===== src/rtl/mmio_timer.sv =====
// mmio_timer: memory-mapped 16-bit interval timer with prescaler, sticky
// done flag and optional auto-reload. Four word registers at BASE..BASE+3:
// CTRL, LOAD, COUNT (read-only) and STATUS.
module mmio_timer #(
  parameter logic [8:0] BASE     = 9'h180,
  parameter int         PRESCALE = 50000,
  parameter int         PW       = 16
) (
  input  logic        clk,
  input  logic        reset,
  input  logic [1:0]  mem_cmd,
  input  logic [8:0]  mem_addr,
  input  logic [15:0] write_data,
  output logic [15:0] read_data,
  output logic        rd_hit,
  output logic        done
);

  localparam logic [1:0]    CMD_READ  = 2'b01;
  localparam logic [1:0]    CMD_WRITE = 2'b10;
  localparam logic [1:0]    REG_CTRL   = 2'd0;
  localparam logic [1:0]    REG_LOAD   = 2'd1;
  localparam logic [1:0]    REG_COUNT  = 2'd2;
  localparam logic [1:0]    REG_STATUS = 2'd3;
  localparam logic [PW-1:0] PS_LAST   = PW'(PRESCALE - 1);

  logic          en_q, en_d;
  logic          auto_q, auto_d;
  logic [15:0]   load_q, load_d;
  logic [15:0]   count_q, count_d;
  logic [PW-1:0] presc_q, presc_d;
  logic          done_q, done_d;

  logic       hit;
  logic       wr_hit;
  logic [1:0] reg_idx;
  logic       tick;

  // Address decode and prescaler terminal-count detection
  always_comb begin
    hit     = (mem_addr[8:2] == BASE[8:2]);
    reg_idx = mem_addr[1:0];
    wr_hit  = hit && (mem_cmd == CMD_WRITE);
    rd_hit  = hit && (mem_cmd == CMD_READ);
    tick    = en_q && (presc_q == PS_LAST);
  end

  // Combinational read mux; zero whenever the read is not for this window
  always_comb begin
    read_data = 16'h0000;
    if (rd_hit) begin
      case (reg_idx)
        REG_CTRL:   read_data = {14'b0, auto_q, en_q};
        REG_LOAD:   read_data = load_q;
        REG_COUNT:  read_data = count_q;
        REG_STATUS: read_data = {15'b0, done_q};
        default:    read_data = 16'h0000;
      endcase
    end
  end

  // Next-state: prescaler and tick effects first, then CPU writes override
  // the fields they touch. A STATUS clear is applied before the tick so an
  // expiry in the same cycle keeps done set.
  always_comb begin
    en_d    = en_q;
    auto_d  = auto_q;
    load_d  = load_q;
    count_d = count_q;
    presc_d = presc_q;
    done_d  = done_q;

    if (en_q) begin
      presc_d = tick ? '0 : presc_q + PW'(1);
    end

    if (wr_hit && (reg_idx == REG_STATUS) && write_data[0]) begin
      done_d = 1'b0;
    end

    if (tick) begin
      if (count_q > 16'd1) begin
        count_d = count_q - 16'd1;
      end else begin
        // count is 1 (normal expiry) or 0 (timer loaded with zero)
        done_d = 1'b1;
        if (auto_q && (count_q == 16'd1)) begin
          count_d = load_q;
        end else begin
          count_d = 16'd0;
          if (!auto_q) begin
            en_d = 1'b0;
          end
        end
      end
    end

    if (wr_hit && (reg_idx == REG_CTRL)) begin
      en_d    = write_data[0];
      auto_d  = write_data[1];
      presc_d = '0;
    end

    if (wr_hit && (reg_idx == REG_LOAD)) begin
      load_d  = write_data;
      count_d = write_data;
      presc_d = '0;
    end
  end

  // State registers with synchronous reset; reset masks any bus write
  always_ff @(posedge clk) begin
    if (reset) begin
      en_q    <= 1'b0;
      auto_q  <= 1'b0;
      load_q  <= 16'd0;
      count_q <= 16'd0;
      presc_q <= '0;
      done_q  <= 1'b0;
    end else begin
      en_q    <= en_d;
      auto_q  <= auto_d;
      load_q  <= load_d;
      count_q <= count_d;
      presc_q <= presc_d;
      done_q  <= done_d;
    end
  end

  assign done = done_q;

endmodule

===== config.mk =====
export PLATFORM = sky130hd
export DESIGN_NAME = mmio_timer
export DESIGN_NICKNAME = d
export VERILOG_FILES = /design/src/rtl/mmio_timer.sv
export SDC_FILE = /design/constraint.sdc
export NUM_CORES = 1
export LEC_CHECK = 0
export BUFFER_PORTS_ARGS = -buffer_cell sky130_fd_sc_hd__buf_4
export CAP_MARGIN = 20
export CORE_MARGIN = 4
export CORE_UTILIZATION = 55
export CTS_CLUSTER_DIAMETER = 50
export DETAILED_ROUTE_END_ITERATION = 8
export PLACE_DENSITY = 0.85
export SLEW_MARGIN = 20
export SYNTH_ARGS = -nofsm -noshare
export SYNTH_HDL_FRONTEND = slang
export SYNTH_SLANG_ARGS = --single-unit

===== constraint.sdc =====
create_clock -name clk -period 3.18 [get_ports clk]
set_input_delay 0.159 -clock clk [delete_from_list [all_inputs] [get_ports clk]]
set_output_delay 0.159 -clock clk [all_outputs]
set_load 0.02 [all_outputs]

### Word level (Yosys, flattened, before mapping)

Index checks and enable logic that the tools add are counted.

| word-level totals | value |
|---|---|
| register bits after elaboration | 51 |
| bits of input ports | 29 |
| output and inout bits | 18 |

| operators by class | value |
|---|---|
| add/sub/neg operators | 2 |
| order comparisons | 1 |
| equality and inequality tests | 11 |
| mux-type cells | 15 |
| reductions and logical operators | 13 |

Operator list:

| kind | number |
|---|---|
| two-way mux 16 bit | 6 |
| case mux 16 bit (4 select lines) | 1 |
| adder 16 x 1 -> 16 bit, second input constant | 1 |
| == test 16 x 1 -> 1 bit, second input constant | 1 |
| == test 16 bit, second input constant | 1 |
| greater-than comparator 16 x 1 -> 1 bit, second input constant | 1 |
| subtractor 16 x 1 -> 16 bit, second input constant | 1 |
| logical AND 1 bit | 8 |
| two-way mux 1 bit | 8 |
| == test 7 bit, second input constant | 1 |
| == test 2 bit, second input constant | 3 |
| != test 2 x 1 -> 1 bit, second input constant | 3 |
| == test 2 x 1 -> 1 bit, second input constant | 2 |
| AND reduction 4 bit | 1 |
| nonzero test 2 bit | 2 |
| OR reduction 3 bit | 1 |
| logical NOT 2 bit | 1 |

### Longest topological paths before layout

Gate-level depths: netlist of run 1.

| logic depth | value |
|---|---|
| depth after elaboration | 7 |
| gate-level depth with buffers | 8 |
| depth with buffers taken out | 7 |

### Worst setup path after synthesis of run 1

Ideal clock, no wire load.

| timing path | value |
|---|---|
| path kind | reg-to-reg |
| start | reg presc_q[11] |
| end | reg en_q |
| library setup time | 0.128 ns |
| arrival | 2.080 ns |
| data required time | 3.052 ns |
| path slack | 0.972 ns |
| stages on the path, launching flop included | 7 |
| period minus slack after synthesis | 2.208 ns |
| cells stage by stage | dfxtp_1 > or4b_4 > or4_4 > buf_6 > o41a_1 > mux2i_1 > nor2_1 |

| on the way | value |
|---|---|
| longest elaborated chain between the ends | 4 |

Ends and longest elaborated chain:

| what | RTL line | RTL |
|---|---|---|
| from (decl) | 31 | `logic [PW-1:0] presc_q, presc_d;` |
| from (signal assigned) | 125 | `presc_q <= presc_d;` |
| == test 16 bit | 45 | `tick = en_q && (presc_q == PS_LAST);` |
| logical AND 1 bit | 45 |  |
| nonzero test 2 bit (no source line) | n/a |  |
| AND reduction 4 bit (no source line) | n/a |  |
| to (signal assigned) | 121 | `en_q <= en_d;` |
| to (decl) | 27 | `logic en_q, en_d;` |

Every way passes these cells.
A chain may end at the register's enable or synchronous reset.

### Worst setup path after layout of run 1

| timing path | value |
|---|---|
| start | reg count_q[0] |
| end | reg count_q[2] |

| on the way | value |
|---|---|
| longest elaborated chain between the ends | 6 |

Ends and longest elaborated chain:

| what | RTL line | RTL |
|---|---|---|
| from (decl) | 30 | `logic [15:0] count_q, count_d;` |
| from (signal assigned) | 124 | `count_q <= count_d;` |
| parallel branches: the longest is 3 deep, another holds subtractor 16 x 1 -> 16 bit | n/a |  |
| two-way mux 16 bit * | 82 | `if (count_q > 16'd1) begin` |
| two-way mux 16 bit * | 81 | `if (tick) begin` |
| two-way mux 16 bit * | 104 | `if (wr_hit && (reg_idx == REG_LOAD)) begin` |

Every way passes the cells marked *. The select of a mux whose other input is x is not followed.

==> results.cfg, run 1 <==
[sta]
hold_viol = 0
fmax_mhz = 425
final-setup-viol-count = 0
worst_slack_ns = 0.828
worst_slew_pin_slew_ns = 0.697
finalSetupTns_ns = 0
clock_skew_ns = 0.00727
fin_crit_ns = 2.35
period_share = 0.740
drv_slew = 0
slew_headroom = 0.534
rsz0062_at_grt = false

[yosys]
synth_top_family_by_area = simple AND/OR/NAND/NOR gates
synth_fa_ha_area_frac = 0.0127
syn-num-nets = 411
ys_seq_elements = 51
async_flop_share = 0
synth.distinct_cells = 58
synth_ff_type = dfxtp_1
synth-simple-area-share = 0.297
synth_edf_count = 0
synthMuxAreaShare = 0.0246
netlist_instances = 379
seq_area_frac_synth = 0.346
netlist_area_um2 = 2950
syn_area_per_cell_um2 = 7.79
synth_xor_xnor_area_share = 0.0504
ys_warn_count = 0
synth_compound_area_frac = 0.227

[run_status]
status = finished, final reports clean

[global_route]
grt_max_degree = 41
grt-ovfl-total = 0
grt_pass1_wl_mm = 13.5
grt_pass1_vias = 2967
grtUsageTotal = 0.257
antenna_found_initial = 0

[detailed_routing]
viasPerCell = 6.36
drt-initial-drc-count = 294
drc = 0
vias = 3102
drt_wl_total_mm = 8.08
drtPass1Iterations = 6
postRouteAntennaNets = 0
wl_per_cell_um = 16.6

[clock_network]
hold_buffers = 0
cts_max_path_buffers = 2
numCtsBuffers = 5
clock-sinks = 51
cts_setup_buffers = 0
clkTransAtPathRegs_ns = 0.10
tritoncts = yes
ctsResizeCount = 0
cts-root-buf = clkbuf_8
cts_max_level = 2
clkLatencyLatePin_ns = 0.31

[hold_path]
holdCritPathClass = primary input to flip-flop
worstHoldPathCells = 3

[place]
post-place-ws_ns = 0.907
gp_congestion = 0.965
place_area_um2 = 3340
place_hpwl_mm = 5.72
port_buffers = 46

[worst_setup_path]
start_kind = flip-flop
critPathRequiredTime_ns = 3.40
worstSetupPathType = flip-flop to flip-flop
cp-end-kind = flip-flop
reg2reg_depth = 7
critPathArrivalTime_ns = 2.57
critPathMaxFanout = 11

[power_and_ir_drop]
p_total_uw = 1240
seqPwrFrac = 0.516
p_comb_frac = 0.053
leakagePower_uw = 0.00132
switchingPower_uw = 255
internal_power_uw = 984
vdd_ir_drop_max_mv = 0.262
powerDensity_nw_per_um2 = 357
swShare = 0.205
p_clk_frac = 0.431

[final_layout]
fillers = 474
area_growth_pct = 17.6
final_area_um2 = 3470
antenna_cells = 0
nets = 449
drive_above_1_share = 0.177

[floorplanning]
num_rows = 26
die_y_um = 81.3
core_area_um2 = 5140
die_w_um = 81.3
dieArea_um2 = 6600
start_util = 0.574
io_pins = 47

[flow_run]
cap_viol_max_count = 0
## metrics by stage
stage / cells / hold WS (ns) / util
2_1_floorplan: 379 / 0.295 / -
3_5_place_dp: 480 / 0.427 / 0.650
5_1_grt: 488 / 0.0931 / 0.676
6_report: 488 / 0.101 / 0.676
3_3_place_gp: 480 / 0.417 / 0.650
4_1_cts: 488 / 0.0954 / 0.676
## worst paths after layout
check                          start                      end  slack, ns
max          count_q[0]$_SDFFE_PP0P_  count_q[2]$_SDFFE_PP0P_       0.83
min                   write_data[14]  load_q[14]$_SDFFE_PP0P_       0.10
max reg2reg  count_q[0]$_SDFFE_PP0P_  count_q[2]$_SDFFE_PP0P_       0.83
min reg2reg   load_q[5]$_SDFFE_PP0P_   load_q[5]$_SDFFE_PP0P_       0.48
## power groups by stage
stage	logic (uW)	registers, uW	clock network [uW]
after floorplan	23.6	653	0
after global placement	64.0	654	0
after detailed placement	65.0	654	0
after CTS	65.1	639	539
after global routing	70.9	639	566
final	65.7	639	534
## cells in the mapped netlist, types with 4 or more instances
master    instances  share of area
o221ai_1          4          0.012
o21ai_0           4         0.0068
mux2i_1           5          0.017
a211oi_1          9          0.023
dfxtp_1          51           0.35
nor2_1           52          0.066
a22oi_1          17          0.043
clkbuf_1         15          0.019
xnor2_1           5          0.015
and3_1            4         0.0085
nand3_1          11          0.019
nand4_1           5          0.011
nor4_1            6          0.013
nor3_1           15          0.025
o22ai_1           5          0.011
xor2_1           12          0.036
inv_1             5         0.0064
nor2b_1           7          0.015
a31oi_1           4         0.0085
and4_1            4          0.012
nand2_1          48          0.061
a21oi_1          33          0.056
## flip-flops by register name, summed over array words and instances, names as in the netlist
signal / count
count_q: 16
load_q: 16
presc_q: 16
auto_q: 1
done: 1
en_q: 1
## layout make-up
cell class / count / area, um2 / share of cell area
Multi-Input combinational cell: 300 / 1810 / 0.520
Sequential cell: 51 / 1020 / 0.294
Timing Repair Buffer: 54 / 405 / 0.117
Tap cell: 70 / 87.6 / 0.0252
Clock buffer: 6 / 72.6 / 0.0209
Clock inverter: 2 / 60.1 / 0.0173
Inverter: 5 / 18.8 / 0.00541
## metal layers
metal  wire length, um  GRT usage
met1              3450      0.325
met2              3850      0.427
met3               580     0.0488
met4               198      0.108
met5                 0          0
## cells by family (layout without fill, tap and decap cells)
family	Yosys count	in the layout
DFF	51	51
muxes	6	6
xor gates and xnor gates	17	17
adders and majority gates	3	3
and+or+nand+nor	176	176
AOI/OAI and AO/OA	98	98
buffers and inverters	28	67
## cell usage in the layout (no fill, tap or decap), types with 2 or more instances in the layout
cell type	count
nor4_1	6
clkbuf_8	5
nand4_1	5
nor3_1	15
a21oi_1	33
bufinv_16	2
inv_1	5
nor2b_1	7
xnor2_1	5
nand2b_1	2
a22oi_1	17
nand2_1	48
nor4_2	2
buf_4	54
o21a_1	3
a31oi_1	4
or2_2	3
and3_1	4
dfxtp_1	51
ha_1	3
o22a_1	3
mux2i_1	5
nor2_1	52
a221oi_1	3
o21ai_0	4
o221ai_1	4
nand3b_1	3
o22ai_1	5
xor2_1	12
o2111ai_1	2
and2_1	2
nand2_2	2
nor4bb_1	3
and4_1	4
a211oi_1	9
nand3_1	11
## worst max-delay path, cell delays in order, from the launching register on
cell and delay [ns]:
dfxtp_1 0.45, ha_1 0.24, nor4bb_1 0.31, and4_1 0.54
buf_4 0.26, a211o_1 0.15, a31oi_1 0.09, nor4_1 0.22
No activity file was read; power rests on OpenSTA's default activity.
==> inputs of run 2 (changes only) <==
- CORE_UTILIZATION: 55 -> 51
- PLACE_DENSITY: 0.85 -> 0.83
- clock period: 3.18 -> 2.1 ns (I/O delays scaled with it)
==> run 2 against run 1 <==
Compared with the run above: the flow now finishes with violations (setup timing); critical path depth fell by 2; clock skew increased by 0.0021 ns; maximum frequency rose by 9.1%; design area rose by 7.0%; via count rose by 3.8%; setup slack worse by 0.88 ns; count of clock-buffer cells in the layout down 1; first-iteration DRC count shrank 3.4%; power rose by 35%; flip-flop and latch count unchanged; largest power group unchanged; highest routed layer unchanged.
==> results.cfg, run 2 (synthesis gave the netlist of run 1 again) <==
[worst_setup_path]
cp_slowest_stage_delay_ns = 0.60
cp_slowest_cell = or4_4
r2r-end = en_q$_SDFFE_PP0P_
rr_startpoint = presc_q[10]$_SDFFE_PP0P_
critPathRequiredTime_ns = 2.31
reg2reg_setup_slack_ns = -0.06
worstSetupPathType = flip-flop to flip-flop
reg2reg_depth = 5
critPathArrivalTime_ns = 2.36
critPathMaxFanout = 6
startpoint = presc_q[10]$_SDFFE_PP0P_
start_kind = flip-flop
cp-end-kind = flip-flop
crit_chain = or4b_4 -> or4_4 -> o41a_1 -> mux2i_1 -> nor2_1

[detailed_routing]
wl_per_cell_um = 16.5
viasPerCell = 6.24
drt_wl_total_mm = 8.50
drt-initial-drc-count = 284
drtPass1Iterations = 5
drc = 0
vias = 3219
postRouteAntennaNets = 0

[clock_network]
cts_max_level = 2
cts_max_path_buffers = 2
tritoncts = yes
hold_buffers = 0
clkLatencyLatePin_ns = 0.32
cts_setup_buffers = 0
numCtsBuffers = 5
clkTransAtPathRegs_ns = 0.10
cts-root-buf = clkbuf_8
clock-sinks = 51

[floorplanning]
io_pins = 47
die_y_um = 84.1
core_area_um2 = 5570
die_w_um = 84.1
dieArea_um2 = 7070
start_util = 0.530
num_rows = 27

[power_and_ir_drop]
powerDensity_nw_per_um2 = 449
leakagePower_uw = 0.00147
vdd_ir_drop_max_mv = 0.402

[sta]
fin_crit_ns = 2.16
hold_ws_ns = 0.0314
worst_slew_pin_slew_ns = 0.698
final-setup-viol-count = 1
drv_slew = 0
hold_viol = 0
slew_headroom = 0.532
period_share = 1.03
worst_slack_ns = -0.0551
fmax_mhz = 464
clock_skew_ns = 0.00933
rsz0062_at_grt = true

[final_layout]
drive_above_1_share = 0.252
antenna_cells = 0
final_common_cell = buf_4
nets = 475
post-route-util = 0.666
reg.largest.list = count_q: 16 flops, load_q: 16 flops, presc_q: 16 flops
layout_common_cells = buf_4 (77), nor2_1 (52), nand2_1 (48)
area_growth_pct = 25.9
final_area_um2 = 3710

[global_route]
grt-ovfl-total = 0
grt_pass1_wl_mm = 13.8
grtUsageTotal = 0.235
grt_pass1_vias = 2942
grt_max_degree = 34
antenna_found_initial = 0

[hold_path]
hp-start = write_data[6]
min_to = load_q[6]$_SDFFE_PP0P_
holdCritPathClass = primary input to flip-flop
worstHoldPathCells = 3

[place]
port_buffers = 46
gp_congestion = 1.03
place_hpwl_mm = 6.08
place_area_um2 = 3570

[run_status]
status = finished with violations
failed_checks = setup timing

[flow_run]
cap_viol_max_count = 0
## run 2: cell types whose count changed in the layout (fill, tap and decap cells not counted), sizes merged
cell    before  now
buf         54   80
bufinv       2    0
clkinv       0    2
clkbuf       6    5
inv          5    6
## run 2: layout make-up
cell class,count,area [um2]
flip-flops and latches,51,1030
well taps,72,90.1
clock buffers,5,68.8
multi-input cells,300,1860
clock inverters,3,22.5
inverters,5,18.8
repair buffers,80,629
fillers,447,1860
## run 2: what timing repair did
action                                  CTS  global route
gates resized for setup                   0            12
pin swaps                                 0             1
endpoints found under the setup margin    1            14
hold endpoints to repair                  0             0
## run 2: how the worst max path moves through the flow
stage | slack [ns] | end
finish | -0.06 | en_q$_SDFFE_PP0P_
global route | -0.11 | en_q$_SDFFE_PP0P_
CTS | -0.04 | en_q$_SDFFE_PP0P_
detailed placement | -0.02 | en_q$_SDFFE_PP0P_
global placement | -0.005 | en_q$_SDFFE_PP0P_
floorplan | -0.06 | en_q$_SDFFE_PP0P_
## run 2: power by group
part	internal, uW	switching [uW]
clock	239	359
combinational	47.3	54.2
sequential	967	0.419
total	1250	414
## run 2: per-stage QoR
step                      setup slack (ns)  TNS [ns]  power [uW]  std cells
after floorplan                    -0.0610   -0.0940        1030        379
after global placement            -0.00475  -0.00475        1090        508
after detailed placement           -0.0197   -0.0197        1090        508
after CTS                          -0.0435   -0.0435        1670        516
after global routing                -0.106    -0.326        1720        516
final                              -0.0551   -0.0551        1670        516
## run 2: routing by layer
layer  GRT usage  vias up  part of all wire
met5           0        -                 0
met4      0.0789        0             0.018
met3      0.0553       19             0.070
met2       0.398      140              0.51
met1       0.291     1542              0.41
li1            -     1518                 -
## run 2: worst max-delay path, delay by kind of cell, from the launching register on
family | cells | cell delay [ns]
simple gates | 3 | 1.18
flops | 1 | 0.33
mux | 1 | 0.13
compound gates | 1 | 0.40
==> inputs of run 3 (changes only) <==
- CELL_PAD_IN_SITES_DETAIL_PLACEMENT: unset -> 2
- CELL_PAD_IN_SITES_GLOBAL_PLACEMENT: unset -> 2
- CORE_MARGIN: 4 -> 2
- CORE_UTILIZATION: 51 -> 29
- PLACE_DENSITY: 0.83 -> 0.82
==> run 3 against run 2 <==
Compared with the run above: the run still ends with setup timing left; maximum frequency is 1.3% higher; utilization is 27 points lower; highest routed layer unchanged; worst hold slack better by 0.0062 ns; sequential share of layout area is 1.2 points lower; flip-flop and latch count stayed put; combinational power is 8% higher; largest cell class unchanged; largest power group unchanged.
==> results.cfg, run 3 (synthesis gave the netlist of run 1 again) <==
[sta]
period_share = 1.01
fin_crit_ns = 2.13
worst_slack_ns = -0.0283
drv_slew = 0
worst_slew_pin_slew_ns = 0.563
slew_headroom = 0.622
final-setup-viol-count = 1
rsz0062_at_grt = true
fmax_mhz = 470
hold_viol = 0
clock_skew_ns = 0.00948

[global_route]
grt_pass1_wl_mm = 19.3
grt-ovfl-total = 0
grt_pass1_vias = 3631
grt_max_degree = 41
antenna_found_initial = 0
grtUsageTotal = 0.219

[final_layout]
seq_area_um2 = 1020
nets = 484
final_area_um2 = 3870
layout_common_cells = buf_4 (86), nor2_1 (52), nand2_1 (48), dfxtp_1 (48), a21oi_1 (33)
fillers = 1172
area_growth_pct = 31.2
multi_input_area_um2 = 1860
final_common_cell = buf_4
reg.largest.list = count_q: 16 flops, load_q: 16 flops, presc_q: 16 flops
drive_above_1_share = 0.265
antenna_cells = 0

[run_status]
status = finished with violations
failed_checks = setup timing

[detailed_routing]
viasPerCell = 5.57
drc = 0
postRouteAntennaNets = 0
wl_per_cell_um = 20.1
vias = 3264
drtPass1Iterations = 4
drt-initial-drc-count = 91
drt_wl_total_mm = 11.8

[worst_setup_path]
cp-end-kind = flip-flop
critPathRequiredTime_ns = 2.32
critPathMaxFanout = 5
worstSetupPathType = flip-flop to flip-flop
start_kind = flip-flop
critPathArrivalTime_ns = 2.35

[clock_network]
clkLatencyLatePin_ns = 0.32
tritoncts = yes
cts-root-buf = clkbuf_8
clock-sinks = 51
cts_max_path_buffers = 2
clkTransAtPathRegs_ns = 0.10
cts_max_level = 2
numCtsBuffers = 5

[power_and_ir_drop]
p_total_uw = 1740
vdd_ir_drop_max_mv = 0.217
powerDensity_nw_per_um2 = 450
leakagePower_uw = 0.00151

[place]
place_area_um2 = 3690
port_buffers = 46
post-place-ws_ns = -0.0448
gp_congestion = 0.905
place_hpwl_mm = 8.39

[flow_run]
cap_viol_max_count = 0

[hold_path]
holdCritPathClass = primary input to flip-flop

[floorplanning]
start_util = 0.301
num_rows = 36
die_y_um = 105
core_area_um2 = 9820
dieArea_um2 = 11000
io_pins = 47
die_w_um = 105
==> run 3: final cells by class <==
class	instances	area share
inverter	5	0.00485
timing repair buffer	89	0.180
tap	133	0.0430
sequential	51	0.265
clock buffer	8	0.0259
multi-input combinational	300	0.482
==> run 3: routing by layer <==
metal	wire length (um)	vias to the layer above	GRT usage
li1	-	1531	-
met1	5110	1673	0.266
met2	6230	50	0.394
met3	288	10	0.0331
met4	146	0	0.0667
met5	0	-	0
==> run 3: stage by stage <==
stage | hold slack (ns) | TNS [ns] | utilization | cells
floorplan | 0.241 | -0.0940 | - | 379
global placement | 0.363 | -0.00655 | 0.376 | 575
detailed placement | 0.380 | -0.0784 | 0.376 | 575
CTS | 0.0300 | -0.152 | 0.386 | 583
global route | 0.0325 | -0.351 | 0.394 | 586
finish | 0.0376 | -0.0283 | 0.394 | 586
==> run 3: worst paths after layout <==
check | cells past startpoint | start | slack (ns) | to
hold / removal | 3 | write_data[6] | 0.04 | load_q[6]$_SDFFE_PP0P_
setup reg to reg | 5 | presc_q[5]$_SDFFE_PP0P_ | -0.03 | en_q$_SDFFE_PP0P_
hold reg to reg | 2 | load_q[4]$_SDFFE_PP0P_ | 0.49 | load_q[4]$_SDFFE_PP0P_
setup / recovery | 5 | presc_q[5]$_SDFFE_PP0P_ | -0.03 | en_q$_SDFFE_PP0P_
==> run 3: power by group <==
group | leakage, uW | internal, uW | switching (uW)
clock network | 0.0000515 | 302 | 361
logic | 0.00105 | 49.7 | 60.8
registers | 0.000412 | 967 | 0.412
total | 0.00151 | 1320 | 422
==> run 3: repair_timing <==
action,CTS,global route
pin swaps,0,7
buffers inserted,0,3
endpoints found under the hold margin,0,0
cloned,0,0
hold buffers,0,0
endpoints found under the setup margin,5,26
gates resized for setup,0,13
==> run 3: worst max-delay path, cell delays in order, from the launching register on <==
cell and delay (ns):
dfxtp_2 0.33, or4b_4 0.53, or4_4 0.62, o41a_1 0.34
mux2i_1 0.15, nor2_1 0.06
